[src/rtl/scan_pkg.sv]
`default_nettype none
// +------------------------------------------------------------------+
// | Package : scan_pkg                                               |
// | Purpose : shared constants and FSM state encoding for the        |
// |           5-channel mux scanner (scan_sel_5, next_ch_5).         |
// | Revision: 1.0 - initial release                                  |
// +------------------------------------------------------------------+
package scan_pkg;

  localparam int NUM_CH = 5;
  localparam int SEL_W  = 3;

  typedef enum logic [1:0] {
    IDLE = 2'd0,
    SCAN = 2'd1,
    DONE = 2'd2
  } state_t;

endpackage : scan_pkg
`default_nettype wire

[src/rtl/next_ch_5.sv]
`default_nettype none
// +------------------------------------------------------------------+
// | Module  : next_ch_5                                              |
// | Purpose : combinational channel picker. Returns the next enabled |
// |           channel after 'cur', or the lowest enabled channel     |
// |           when 'start' is set.                                   |
// | Ports   : mask  [NUM_CH-1:0] in  - enabled channels              |
// |           cur   [SEL_W-1:0]  in  - channel currently selected    |
// |           start              in  - pick lowest enabled channel   |
// |           nxt   [SEL_W-1:0]  out - chosen channel (0 if none)    |
// |           none               out - no qualifying channel exists  |
// | Revision: 1.0 - initial release                                  |
// +------------------------------------------------------------------+
module next_ch_5
  import scan_pkg::*;
(
  input  logic [NUM_CH-1:0] mask,
  input  logic [SEL_W-1:0]  cur,
  input  logic              start,
  output logic [SEL_W-1:0]  nxt,
  output logic              none
);

  // Walk from the top down so the last qualifying hit is the lowest index.
  always_comb begin
    nxt  = '0;
    none = 1'b1;
    for (int i = NUM_CH - 1; i >= 0; i--) begin
      if (mask[i] && (start || (SEL_W'(i) > cur))) begin
        nxt  = SEL_W'(i);
        none = 1'b0;
      end
    end
  end

endmodule : next_ch_5
`default_nettype wire

[src/rtl/scan_sel_5.sv]
`default_nettype none
// +------------------------------------------------------------------+
// | Module  : scan_sel_5                                             |
// | Purpose : scans the enabled inputs of a downstream 5x1 mux,      |
// |           holding each channel dwell+1 cycles, sampling the mux  |
// |           output on the last cycle, and publishing a frame.      |
// | Ports   : clk, rst_n (async, active-low)                         |
// |           en          in  - scan enable (level)                  |
// |           mask  [5]   in  - channel enables                      |
// |           dwell [W]   in  - extra hold cycles per channel        |
// |           mux_out     in  - downstream mux output                |
// |           sel   [3]   out - registered mux select (0..4)         |
// |           busy        out - high while scanning                  |
// |           frame [5]   out - last completed frame                 |
// |           frame_valid out - one-cycle pulse on frame update      |
// | Revision: 1.0 - initial release                                  |
// +------------------------------------------------------------------+
module scan_sel_5
  import scan_pkg::SEL_W, scan_pkg::state_t, scan_pkg::IDLE, scan_pkg::SCAN, scan_pkg::DONE;
#(
  parameter int NUM_CH  = 5,
  parameter int DWELL_W = 4
) (
  input  logic               clk,
  input  logic               rst_n,
  input  logic               en,
  input  logic [NUM_CH-1:0]  mask,
  input  logic [DWELL_W-1:0] dwell,
  input  logic               mux_out,
  output logic [SEL_W-1:0]   sel,
  output logic               busy,
  output logic [NUM_CH-1:0]  frame,
  output logic               frame_valid
);

  state_t               r_state;
  state_t               w_state_nxt;
  logic [NUM_CH-1:0]    r_mask;
  logic [DWELL_W-1:0]   r_dwell;
  logic [DWELL_W-1:0]   r_cnt;
  logic [NUM_CH-1:0]    r_shadow;

  logic                 w_start;
  logic                 w_sample;
  logic                 w_pick_lowest;
  logic [NUM_CH-1:0]    w_ch_mask;
  logic [SEL_W-1:0]     w_nxt_ch;
  logic                 w_none;
  logic [NUM_CH-1:0]    w_hit;

  // Outside SCAN the picker looks at the live mask, since that is the
  // value about to be latched; inside SCAN only the latched copy counts.
  assign w_pick_lowest = (r_state != SCAN);
  assign w_ch_mask     = w_pick_lowest ? mask : r_mask;

  next_ch_5 u_next_ch (
    .mask  (w_ch_mask),
    .cur   (sel),
    .start (w_pick_lowest),
    .nxt   (w_nxt_ch),
    .none  (w_none)
  );

  // One-hot placement of the sampled mux output at the current channel.
  for (genvar i = 0; i < NUM_CH; i++) begin : g_hit
    assign w_hit[i] = mux_out && (sel == SEL_W'(i));
  end

  assign busy = (r_state == SCAN);

  always_comb begin
    w_state_nxt = r_state;
    w_start     = 1'b0;
    w_sample    = 1'b0;
    case (r_state)
      IDLE, DONE: begin
        if (en) begin
          w_start     = 1'b1;
          w_state_nxt = w_none ? DONE : SCAN;
        end else begin
          w_state_nxt = IDLE;
        end
      end
      SCAN: begin
        if (!en) begin
          w_state_nxt = IDLE;
        end else if (r_cnt == r_dwell) begin
          w_sample = 1'b1;
          if (w_none) w_state_nxt = DONE;
        end
      end
      default: w_state_nxt = IDLE;
    endcase
  end

  always_ff @(posedge clk or negedge rst_n) begin
    if (!rst_n) begin
      r_state     <= IDLE;
      r_mask      <= '0;
      r_dwell     <= '0;
      r_cnt       <= '0;
      r_shadow    <= '0;
      sel         <= '0;
      frame       <= '0;
      frame_valid <= 1'b0;
    end else begin
      r_state     <= w_state_nxt;
      frame_valid <= 1'b0;
      if (w_start) begin
        r_mask   <= mask;
        r_dwell  <= dwell;
        r_cnt    <= '0;
        r_shadow <= '0;
        if (w_none) begin
          // Empty mask: publish an all-zero frame straight away.
          frame       <= '0;
          frame_valid <= 1'b1;
        end else begin
          sel <= w_nxt_ch;
        end
      end else if (w_sample) begin
        r_cnt    <= '0;
        r_shadow <= r_shadow | w_hit;
        if (w_none) begin
          // Last channel: fold its sample in directly so frame is complete.
          frame       <= r_shadow | w_hit;
          frame_valid <= 1'b1;
        end else begin
          sel <= w_nxt_ch;
        end
      end else if ((r_state == SCAN) && en) begin
        r_cnt <= r_cnt + 1'b1;
      end
    end
  end

endmodule : scan_sel_5
`default_nettype wire

[config.mk]
export PLATFORM = sky130hd
export DESIGN_NAME = scan_sel_5
export DESIGN_NICKNAME = d
export VERILOG_FILES = /design/src/rtl/scan_pkg.sv /design/src/rtl/next_ch_5.sv /design/src/rtl/scan_sel_5.sv
export SDC_FILE = /design/constraint.sdc
export NUM_CORES = 1
export LEC_CHECK = 0
export CORE_MARGIN = 1
export CORE_UTILIZATION = 36
export DETAILED_ROUTE_END_ITERATION = 16
export HOLD_SLACK_MARGIN = 0.02
export PLACE_DENSITY = 0.59
export SYNTH_ARGS = -nofsm -noshare
export SYNTH_HDL_FRONTEND = slang
export SYNTH_SLANG_ARGS = --single-unit
[constraint.sdc]
create_clock -name clk -period 3.6 [get_ports clk]
set_input_delay 0.72 -clock clk [delete_from_list [all_inputs] [get_ports clk]]
set_output_delay 0.72 -clock clk [all_outputs]
set_load 0.01 [all_outputs]
# [Yosys cells after proc, flatten, opt, wreduce, memory -nomap -nowiden]
# Index checks and enable logic that the tools add are counted.
[word_totals] register_bits=29 inputBits=13 output_inout_bits=10 elab_cells=85
[classes] n_addsub=1 magnitude_cmp=5 eq_ne=10 mux=37 bitwise=1 n_reduce_logical=23
[ops] operator="$mux W5" n=7
[ops] operator="$mux W3" n=8
[ops] operator="$mux W1" n=13
[ops] operator="$mux W4" n=3
[ops] operator="$logic_and A1 B1 Y1" n=11
[ops] operator="$mux W2" n=5
[ops] operator="$eq A3 B2 Y1 const B" n=2
[ops] operator="$gt A1 B3 Y1 const A" n=2
[ops] operator="$gt A2 B3 Y1 const A" n=2
[ops] operator="$ne A3 B2 Y1 const B" n=2
[ops] operator="$logic_or A1 B1 Y1" n=5
[ops] operator="$or A5 B5 Y5" n=1
[ops] operator="$add A4 B1 Y4 const B" n=1
[ops] operator="$eq A4 B4 Y1" n=1
[ops] operator="$pmux W2 S2" n=1
[ops] operator="$reduce_and A2 Y1" n=2
[ops] operator="$eq A3 B1 Y1 const B" n=1
[ops] operator="$eq A3 B3 Y1 const B" n=1
[ops] operator="$gt A3 B3 Y1 const A" n=1
[ops] operator="$logic_not A3 Y1" n=1
[ops] operator="$reduce_bool A3 Y1" n=1
[ops] operator="$eq A2 B1 Y1 const B" n=1
[ops] operator="$eq A2 B2 Y1 const B" n=1
[ops] operator="$logic_not A2 Y1" n=1
[ops] operator="3 further kinds" n=3

# [Depth between registers and ports, before layout]
[depth] ltp_word=12 mapped_depth=6 mapped_depth_nobuf=6

# [By module]
# Synthesis repeated with hierarchy kept, for this count alone.
[hier_totals] hier_cells=179 area_unflattened_um2=1649.1
[modules_own_cells] mod="scan_sel_5" instances=1 cells_per_inst=161 area_per_inst_um2=1521.5 seq_area_each_um2=725.7
[modules_own_cells] mod="next_ch_5" instances=1 cells_per_inst=18 area_per_inst_um2=127.6 seq_area_each_um2=0.0

# [Worst setup path after synthesis]
# OpenSTA, ideal clock, no wires.
[synth_path] path_type="input-to-reg" from="input mask[1]" to="register frame[1]" setup_ns=0.125 arrival_ns=1.756 required_time_ns=3.475 slack_ns=1.719 path_stages=4 path_buffers=0 cell_sequence="nor4_2 o211ai_2 a21oi_4 mux2_4"
[synth_between] elab_chain_len=5
[synth_rtl] element="from (decl)" line_no="scan_sel_5.sv:27" text="input logic [NUM_CH-1:0] mask,"
[synth_rtl] element="$mux W5" line_no="scan_sel_5.sv:54" text="assign w_ch_mask = w_pick_lowest ? mask : r_mask;"
[synth_rtl] element="$logic_and A1 B1 Y1" line_no="next_ch_5.sv:29" text="if (mask[i] && (start || (SEL_W'(i) > cur))) begin"
[synth_rtl] element="$mux W1 (2 in series)" line_no="next_ch_5.sv:29"
[synth_rtl] element="$reduce_and A2 Y1 (no line)"
[synth_rtl] element="to (signal assigned)" line_no="scan_sel_5.sv:126" text="frame <= r_shadow | w_hit;"
[synth_rtl] element="to (decl)" line_no="scan_sel_5.sv:32" text="output logic [NUM_CH-1:0] frame,"
# No other way between the ends.
# A chain may end at the register's enable or synchronous reset.

# [Worst setup path in the final report]
[layout_path] from="register r_state[1]" to="output busy"
[layout_between] elab_chain_len=1
[layout_rtl] element="from (decl)" line_no="scan_sel_5.sv:36" text="state_t r_state;"
[layout_rtl] element="from (signal assigned)" line_no="scan_sel_5.sv:107" text="r_state <= w_state_nxt;"
[layout_rtl] element="$eq A2 B1 Y1" line_no="scan_sel_5.sv:69" text="assign busy = (r_state == SCAN);"
[layout_rtl] element="to (decl)" line_no="scan_sel_5.sv:31" text="output logic busy,"
# No other way between the ends.

==> impl_metrics.toml <==
[synth]
yosysWarningCount = 0
synth_nets = 162
synthMostInstantiatedCell = "dfrtp_1"
synth.ff_latch_count = 28
postSynth.topFlopCell = "dfrtp_1"
synth_area_leader_cell = "dfrtp_1"
netlist_top_cells_area = "dfrtp_1 (49%), nand2_1 (6.8%), xor2_1 (4.3%)"
mappedNetlistArea_um2 = 1430
synth-seq-area-share_pct = 49.2
synthCells = 148
synthesis.area_per_instance_um2 = 9.63
synth_enable_flop_cells = 0
synth.top_cell.area_share_pct = 49.2
post_synth_num_cell_types = 36
asyncSetResetFlopFracSynth_pct = 100
yosys-top-cells-count = "dfrtp_1 (28), nand2_1 (26), inv_1 (15)"

[floorplanning]
effective_utilization_at_floorplan_pct = 38.4
number_of_top_level_pins = 23
floorplan.die.height_um = 64.9
placementRows = 22
chipWidth_um = 64.9
floorplan.die_area_um2 = 4210
coreArea_um2 = 3720

[routing]
routed-via-count = 1130
ant_nets = 0
post-route-drc-count = 0
viasPerCell = 5.14
routedWlPerCell_um = 13.7
totalWireLength_um = 3010
first_pass_iters = 4
detail_route.iter0.violations = 67

[finish]
final_cell_count_no_fill = 220
insertedDiodeCount = 0
proportion_of_layout_cells_with_a_drive_suffix_above_1_pct = 8.72
filler_cell_count = 378
areaGrowthSynthToFinish_pct = 22.2
sequential_cell_area_um2 = 701
fin_nets = 188
multi_input_comb_area_um2 = 644
final_util_pct = 46.9

[placement]
detailed_place_hpwl_um = 2220
gp_routability_congestion = 0.855
placed_cells_incl_taps = 217
i_o_buffers = 22

[clock_network]
postCtsSetupRepairBufs = 0
path_clk_slew_ns = 0.10
numCtsBuffers = 3
latest_clock_arrival_within_the_worst_skew_pair_ns = 0.28
cts_repair_resize_count = 0
numClockSinks = 28
root_buffer = "clkbuf_8"
clock_path_buffers = 2
clock_tree_from_tritoncts = "yes"
ctsHtreeMaxLevel = 1
cts-hold-fix-buffers = 0

[global_route]
global_route.overflow_total = 0
track_usage_pct = 16.3
grt_pass1_vias = 1092
maximum_number_of_pins_on_one_net_before_global_route_repair = 29
antenna_found_initial = 0
grt_pass1_wl_um = 5180

[setup_path]
crit_buf_inv = 2
worst_path_largest_cell_delay_ns = 0.57
path_depth = 3
timing.critical_path.cells = "nand2b_2, inv_2, clkdlybuf4s50_1"
path_class = "flop to primary output"
worst-r2r-cell-count = 5
worst-endpoint-arrival_ns = 1.69
timing.critical_path.from_type = "flop"
crit_fanout = 9
cp_data_required_time_ns = 2.88
worstSetupEndpointType = "primary output"
highest_delay_cell_along_the_critical_path = "clkdlybuf4s50_1"
critical_path.top_delay_family = "buffers and inverters"

[status]
run_status = "completed"

[sta]
finalClockSkew_ns = 0.0115
whs_ns = 0.484
setup_viol = 0
timing.final.max_slew_violations = 0
rsz0062_at_grt = "false"
fin_crit_ns = 2.41
report.final.hold_viol_count = 0
final_min_period_over_clock_period_pct = 66.9
final.setup.tns_ns = 0
worst_slew_pin_slew_ns = 0.551
achievable-frequency_mhz = 415
slew_headroom_pct = 63.0

[power_and_ir_drop]
leakage_power_figure_nw = 0.763
irDropWorstVdd_mv = 0.208
cellPowerDensity_nw_per_um2 = 588

[min_path]
hold_path_depth = 2
hp-class = "flop to flop"

[flow_run]
maxCapViolCount = 0
final timing paths:
| path | from | to | slack, ns |
|---|---|---|---|
| worst max register to register | r_cnt[1] | frame[3] | 1.63 |
| min in group asynchronous | rst_n | r_mask[1] | 0.81 |
| worst min-delay path | r_mask[4] | r_mask[4] | 0.48 |
| max in group asynchronous | rst_n | r_dwell[0] | 2.51 |
| worst max-delay path | r_state[1] | busy | 1.19 |
| worst min register to register | r_mask[4] | r_mask[4] | 0.48 |
sequential cells by signal, summed over array words and instances (netlist names):
register     flops
frame_valid      1
r_cnt            4
r_dwell          4
sel              3
frame            5
r_shadow         5
r_mask           4
r_state          2
area by class of cell:
class	count	area share (%)
sequential	28	40.2
clock buffer	3	2.37
multi-input combinational	101	37.0
tap	48	3.45
inverter	16	3.45
timing repair buffer	24	13.5
metrics by stage:
| stage | setup slack [ns] | power, mW | instance area (µm²) |
|---|---|---|---|
| final | 1.19 | 1.02 | 1740 |
| after global routing | 1.11 | 1.10 | 1740 |
| after CTS | 1.20 | 1.03 | 1740 |
| after detailed placement | 1.06 | 0.860 | 1700 |
| after global placement | 1.13 | 0.852 | 1700 |
| after floorplan | 1.72 | 0.702 | 1430 |
worst register-to-register path, cell delays in order (launching register included):
cell,delay [ns]
dfrtp_1,0.44
xor2_1,0.19
nor4_4,0.39
nand3_4,0.18
a21oi_4,0.32
mux2_4,0.33
power by group:
| group | leakage, nW | switching, mW | internal [mW] |
|---|---|---|---|
| registers | 0.367 | 0.0854 | 0.385 |
| logic | 0.375 | 0.194 | 0.191 |
| clock network | 0.0216 | 0.0946 | 0.0751 |
| total | 0.763 | 0.374 | 0.650 |
metal layers:
metal	vias to the layer above	part of all wire, %	wire [µm]	track usage (%)
li1	548	-	-	-
met1	539	50	1500	21.7
met2	36	44	1310	25.8
met3	7	4.7	140	3.70
met4	0	1.6	48	5.56
met5	-	0	0	0
logic make-up (layout without fill, tap and decap cells):
family          Yosys count  count (layout)  share of synthesized area [%]
simple gates             52              52                           19.5
buf+inv                  19              43                           5.62
compound gates           36              36                           16.3
xor+xnor                  7               7                           4.30
mux                       5               5                           4.21
flops                    28              28                           49.2
fa+ha+maj                 1               1                          0.878
placed cells by master (no fill, tap or decap):
cell type and count:
nand3_4 1, nor2_1 6, a31oi_1 1, a22o_1 1, nand4_1 2, a21oi_1 12, inv_1 15, a21oi_4 1
o21a_1 1, nor4_2 1, a21boi_0 3, o21ai_0 9, mux2i_1 3, nand2b_1 3, o211ai_2 1, dfrtp_1 28
a21o_1 1, inv_2 1, o22ai_1 2, a31o_2 1, clkbuf_8 3, a32o_1 1, clkdlybuf4s50_1 22, nor4_4 1
buf_4 2, xor2_1 7, nand2b_2 1, mux2_4 2, ha_1 1, nor3_1 3, nor4bb_1 1, nand3_1 3
nand2_1 26, o211ai_1 2, nor2b_1 3, nor3b_1 1
Power figures use the tool's default switching activity.
